===== config.mk =====
export PLATFORM = sky130hd
export DESIGN_NAME = uart_tx_framer
export DESIGN_NICKNAME = d
export VERILOG_FILES = /design/src/rtl/uart_tx_framer.sv
export SDC_FILE = /design/constraint.sdc
export NUM_CORES = 1
export LEC_CHECK = 0
export BUFFER_PORTS_ARGS = -buffer_cell sky130_fd_sc_hd__buf_2
export CORE_MARGIN = 2
export CORE_UTILIZATION = 35
export DETAILED_ROUTE_END_ITERATION = 12
export HOLD_SLACK_MARGIN = 0.03
export PLACE_DENSITY_LB_ADDON = 0.25
export RECOVER_POWER = 25
export SLEW_MARGIN = 15
export SYNTH_ARGS = -nofsm -noshare
export SYNTH_HDL_FRONTEND = slang
export SYNTH_SLANG_ARGS = --single-unit

===== constraint.sdc =====
create_clock -name clk_in -period 2.3 [get_ports clk_in]
set_clock_uncertainty 0.05 [all_clocks]
set_input_delay 0.345 -clock clk_in [delete_from_list [all_inputs] [get_ports clk_in]]
set_output_delay 0.345 -clock clk_in [all_outputs]
set_load 0.02 [all_outputs]

===== src/rtl/uart_tx_framer.sv =====
// uart_tx_framer: frames one byte as start + 8 data bits (LSB first) + optional parity + stop bit(s),
// advancing one bit per baud_tick.
// Ports:
//   clk_in      system clock, all registers on its rising edge
//   rst         synchronous active-high reset, aborts any frame in progress
//   baud_tick   single-cycle pulse once per bit period
//   data_in     byte to transmit, captured on data_valid && data_ready
//   data_valid  data_in holds a byte offered for transmission
//   data_ready  high in IDLE only
//   tx          registered serial line, idle high
//   busy        high whenever not IDLE
//   frame_done  one-cycle pulse in the cycle whose tick ends the last stop bit
module uart_tx_framer #(
    parameter int PARITY    = 0,
    parameter int STOP_BITS = 1
) (
    input  logic       clk_in,
    input  logic       rst,
    input  logic       baud_tick,
    input  logic [7:0] data_in,
    input  logic       data_valid,
    output logic       data_ready,
    output logic       tx,
    output logic       busy,
    output logic       frame_done
);
    typedef enum logic [2:0] {IDLE, WAIT, START, DATA, PAR, STOP} state_t;
    state_t     state_q, state_d;
    logic [7:0] shreg_q, shreg_d;
    logic [2:0] bit_idx_q, bit_idx_d;
    logic       stop_cnt_q, stop_cnt_d;
    logic       tx_q, tx_d;
    logic       last_stop;
    logic       par_bit;
    assign last_stop = stop_cnt_q == 1'(STOP_BITS - 1);
    assign par_bit   = (^shreg_q) ^ (PARITY == 2);
    always_ff @(posedge clk_in) begin
        if (rst) begin
            state_q    <= IDLE;
            shreg_q    <= '0;
            bit_idx_q  <= '0;
            stop_cnt_q <= 1'b0;
            tx_q       <= 1'b1;
        end else begin
            state_q    <= state_d;
            shreg_q    <= shreg_d;
            bit_idx_q  <= bit_idx_d;
            stop_cnt_q <= stop_cnt_d;
            tx_q       <= tx_d;
        end
    end
    // The shift register is only loaded at accept; data bits are picked out by
    // index so the captured byte stays intact for the parity computation.
    always_comb begin
        state_d    = state_q;
        shreg_d    = shreg_q;
        bit_idx_d  = bit_idx_q;
        stop_cnt_d = stop_cnt_q;
        tx_d       = tx_q;
        case (state_q)
            IDLE: if (data_valid) begin
                state_d = WAIT;
                shreg_d = data_in;
            end
            WAIT: if (baud_tick) begin
                state_d = START;
                tx_d    = 1'b0;
            end
            START: if (baud_tick) begin
                state_d   = DATA;
                tx_d      = shreg_q[0];
                bit_idx_d = '0;
            end
            DATA: if (baud_tick) begin
                if (bit_idx_q == 3'd7) begin
                    state_d    = (PARITY != 0) ? PAR : STOP;
                    tx_d       = (PARITY != 0) ? par_bit : 1'b1;
                    stop_cnt_d = 1'b0;
                end else begin
                    bit_idx_d = bit_idx_q + 3'd1;
                    tx_d      = shreg_q[bit_idx_q + 3'd1];
                end
            end
            PAR: if (baud_tick) begin
                state_d    = STOP;
                tx_d       = 1'b1;
                stop_cnt_d = 1'b0;
            end
            STOP: if (baud_tick) begin
                tx_d = 1'b1;
                if (last_stop) state_d = IDLE;
                else stop_cnt_d = stop_cnt_q + 1'b1;
            end
            default: state_d = IDLE;
        endcase
    end
    // frame_done is decoded from the ending tick so the very next cycle is already IDLE.
    always_comb begin
        data_ready = state_q == IDLE;
        busy       = state_q != IDLE;
        tx         = tx_q;
        frame_done = !rst && baud_tick && state_q == STOP && last_stop;
    end
endmodule


Yosys cells after proc, flatten, opt, wreduce, memory -nomap -nowiden. Index checks and enable logic that the tools add are counted.

Flip-flop bits (word level): 16. Bits of input ports: 12. Output and inout bits: 4.

Add/subtract/negate cells: 2. $lt $le $gt $ge: 1. Equality and inequality tests: 16. Muxes and demuxes: 26. Bitwise gates (word level): 1. Reductions and logical operators: 15.

Operator list (number): 3-bit two-way mux (11); 2-bit inequality test, second input constant (9); 3-bit case mux with 6 select lines (1); 1-bit two-way mux (10); 5-bit AND reduction (2); 3-bit == test, second input constant (3); 8-bit AND reduction (1); 3-bit by 2-bit == test with 1-bit output, second input constant (2); 3-bit case mux with 2 select lines (1); 3-bit nonzero test (2); 3-bit by 4-bit < comparator with 1-bit output, second input constant (1); 1-bit case mux with 4 select lines (1); 4-bit AND reduction (1); 4-bit nonzero test (1); 3-bit by 1-bit adder with 3-bit output, second input constant (1); 1-bit binary-select mux with 3-bit select (1); 3-bit by 1-bit == test with 1-bit output, second input constant (1); 1-bit logical AND (3); 3-bit logical NOT (1); 1-bit case mux with 3 select lines (1); 2-bit by 1-bit inequality test with 1-bit output, second input constant (1); 2-bit AND reduction (1); 2-bit nonzero test (1); 2-bit OR reduction (1); other kinds (3) (3).

Depth between registers and ports, before layout.
Depth in word-level cells: 6. Depth in mapped cells: 6. Mapped depth without buffers: 6.

Worst setup path before layout. No wires, ideal clock.

Kind: register to register. From: register bit_idx_q[0]. To: register tx_q, in the netlist tx. Library setup time: 0.135 ns. Arrival: 1.701 ns. Data required time: 2.115 ns. Path slack: 0.415 ns. Stages on the path, launching flop included: 6. Period minus slack after synthesis: 1.885 ns. Path through: dfxtp_1 ha_1 mux4_1 mux2_2 o2111ai_2 o2111ai_1.

Word-level cells in the longest chain between the ends: 6. Elaborated cells on any way between the ends: 7. Classes of those cells: 1 x add/sub; 1 x eq/ne; 5 x mux.

Ends and longest elaborated chain: from (decl) (RTL line 30) `logic [2:0] bit_idx_q, bit_idx_d;`; from (signal assigned) (RTL line 47) `bit_idx_q <= bit_idx_d;`; 3-bit by 1-bit adder with 3-bit output (RTL line 81) `tx_d = shreg_q[bit_idx_q + 3'd1];`; 1-bit binary-select mux with 3-bit select (RTL line 81); 1-bit two-way mux (not written as such) (RTL line 81); 1-bit two-way mux * (RTL line 75) `if (bit_idx_q == 3'd7) begin`; 1-bit two-way mux * (RTL line 74) `DATA: if (baud_tick) begin`; 1-bit case mux with 4 select lines * (RTL line 60) `case (state_q)`; to (signal assigned) (RTL line 49) `tx_q <= tx_d;`; to (decl) (RTL line 32) `logic tx_q, tx_d;`.

Mark *: on every way between the ends. The rest lies on a longest branch, timed or not. The select of a mux whose other input is x is not followed. A chain may end at the register's enable or synchronous reset.

Final worst setup path. Ends and elaborated chain as after synthesis.

==> metrics <==
Sw Share 28.39%; remaining antenna violation count 0; clk_lat worst skew 0.28 ns; Clk pin slew, worst setup/hold paths 0.09 ns; final hold vios 0; depth of the CTS H-tree 1; Clock Sinks 15; layout cell share with drive strength beyond 1 19.27%; DP Wirelength 1.113 mm; reg2reg setup slack 0.32 ns; # IOs 16; Slew Viols, Final 0; critical path fanouts, max 4; Placer Congestion 0.7716; Final Critical Period 1.980 ns; commonest non-fill, non-tap cells in the layout nand2_1, dfxtp_1, a21oi_1, buf_2, inv_1; worst reg-to-reg path cell count 5; largest net degree at the start of global routing 17; total CTS buffers 3; Clock Root Buffer clkbuf_4; cell row count 17; vias in the first global route 625; synthesized area 779.5 um^2; Max Buffers Root-to-Sink 2; maximum clock frequency 0.5052 GHz; GR Overflow Total 0; synth unique cells 26; Worst VDD drop 0.3564 mV; critical path class reg2reg; status finished clean; Global Route Usage Sum 13.44%; PortBufs 15; Clock power frac 27.5%; Psw 149.1 uW; Via Count 707; drt initial violations 11; syn_nets 112; Initial DRT Pass Iterations 4; worst r2r src bit_idx_q[0]; Max-Slew Margin vs Limit 65.50%; setup TNS 0 ns; # setup viols final 0; Startpoint Class register; Crit. End Element register; max_cap viols 0; CTS tree done; Sequential Power Share 55.1%; post-synthesis sequential area ratio 38.52%; commonest non-fill, non-tap cell in the layout nand2_1; Placeable Area 2148 um^2; first-pass GRT wire length 2.677 mm; initial antenna violation count 0; cells after synthesis 96; DRC viols 0; pwr dens 589.0 nW/um^2; FF-to-FF End tx; CP endpoint tx; hold crit path type in2reg; die height 51.19 um; DIE WIDTH 51.19 um; combinational fraction of design power 17.5%; CP Data Arrival Time 2.09 ns; WL/cell 11.14 um; RSZ-0062 raised after global routing false; syn avg cell area 8.120 um^2; Final nets 126; die area 2620 um^2; P&R area growth vs syn 14.45%; worst slew pin tran 0.5164 ns; worst setup path startpoint bit_idx_q[0]; detailed-route vias per instance 5.161; WP data required 2.41 ns; Synth Register Bits 15; internal power 376.3 uW; Starting Density 36.28%; Min Hold Slack 0.2446 ns; post-cts sizing count 0; n_diodes 0; Yosys warning total 0; drt total wl 1.526 mm; period utilisation layout 86.07%; static leakage 0.3713 nW; Post-CTS Setup Inserts 0; Post-CTS Hold Buffers 0
-- power groups by stage --
stage | Sequential (mW) | Combinational, mW | Clock, mW
2_1_floorplan | 0.290 | 0.0701 | 0
3_3_place_gp | 0.295 | 0.0914 | 0
3_5_place_dp | 0.295 | 0.0927 | 0
4_1_cts | 0.289 | 0.0931 | 0.154
5_1_grt | 0.292 | 0.105 | 0.167
6_report | 0.289 | 0.0917 | 0.144
-- sequential cells by signal, indices dropped and copies added, names as in the netlist --
signal and count:
bit_idx_q 3, state_q 3, tx 1, shreg_q 8
-- cell families (layout without fill, tap and decap cells) --
| kind of cell | count (synthesis) | count (layout) | share of synthesized area (%) |
|---|---|---|---|
| compound gates | 22 | 22 | 17.01 |
| fa+ha+maj | 4 | 4 | 6.421 |
| buf+inv | 11 | 24 | 5.456 |
| mux | 3 | 3 | 8.186 |
| flops | 15 | 15 | 38.52 |
| simple gates | 41 | 41 | 24.40 |
-- per-stage QoR --
stage	area, um^2	utilization, %	setup WS, ns	instances	power, mW
3_3_place_gp	865.8	40.30	0.3661	133	0.3869
6_report	892.1	41.53	0.3205	137	0.5254
2_1_floorplan	779.5	-	0.4146	96	0.3599
5_1_grt	892.1	41.53	0.2189	137	0.5643
3_5_place_dp	865.8	40.30	0.3483	133	0.3878
4_1_cts	893.4	41.58	0.3157	137	0.5359
-- routing by layer --
metal  global-route usage, %  part of all wire, %
met2                   21.86                   48
met5                       0                    0
met3                   2.339                  5.5
met4                   7.658                  1.5
met1                   16.67                   45
-- worst max-delay path, stage by stage (launching register included) --
cell	delay, ns
dfxtp_1	0.35
ha_1	0.35
mux4_1	0.56
mux2_2	0.29
o2111ai_2	0.16
o2111ai_1	0.12
-- synth_stat cells --
library cell  number  share of area [%]
a21oi_1           14                9.0
a31oi_1            1               0.80
and2_1             2                1.6
and3_1             1               0.80
and3b_1            1                1.1
buf_1              1               0.48
buf_2              1               0.64
clkbuf_1           4                1.9
dfxtp_1           15                 39
ha_1               4                6.4
inv_1              5                2.4
mux2_2             1                1.4
mux4_1             2                6.7
nand2_1           23                 11
nand3_1            4                2.6
nand4_1            2                1.6
nand4b_1           1                1.1
nor2_1             2               0.96
nor2b_1            1               0.80
nor3_1             3                1.9
nor4_1             1               0.80
o2111ai_1          1                1.1
o2111ai_2          1                1.9
o211ai_1           1               0.96
o21ai_0            3                1.9
o21ba_2            1                1.3
-- worst min path at each step --
stage	start	to	slack [ns]	depth (start not counted)
2_1_floorplan	shreg_q[2]	shreg_q[2]	0.38	2
3_3_place_gp	shreg_q[3]	shreg_q[3]	0.39	2
3_5_place_dp	shreg_q[2]	shreg_q[2]	0.40	2
4_1_cts	data_in[1]	shreg_q[1]	0.23	3
5_1_grt	data_in[5]	shreg_q[5]	0.24	3
6_report	data_in[3]	shreg_q[3]	0.24	3
-- cell type report --
type	instances	area, um^2
fill	231	1256
timing repair buffer	15	73.82
clock buffer	3	22.52
sequential	15	300.3
inverter	5	18.77
multi-input combinational	70	436.7
clock inverter	1	5.005
tap	28	35.03
Power figures use the tool's default switching activity.
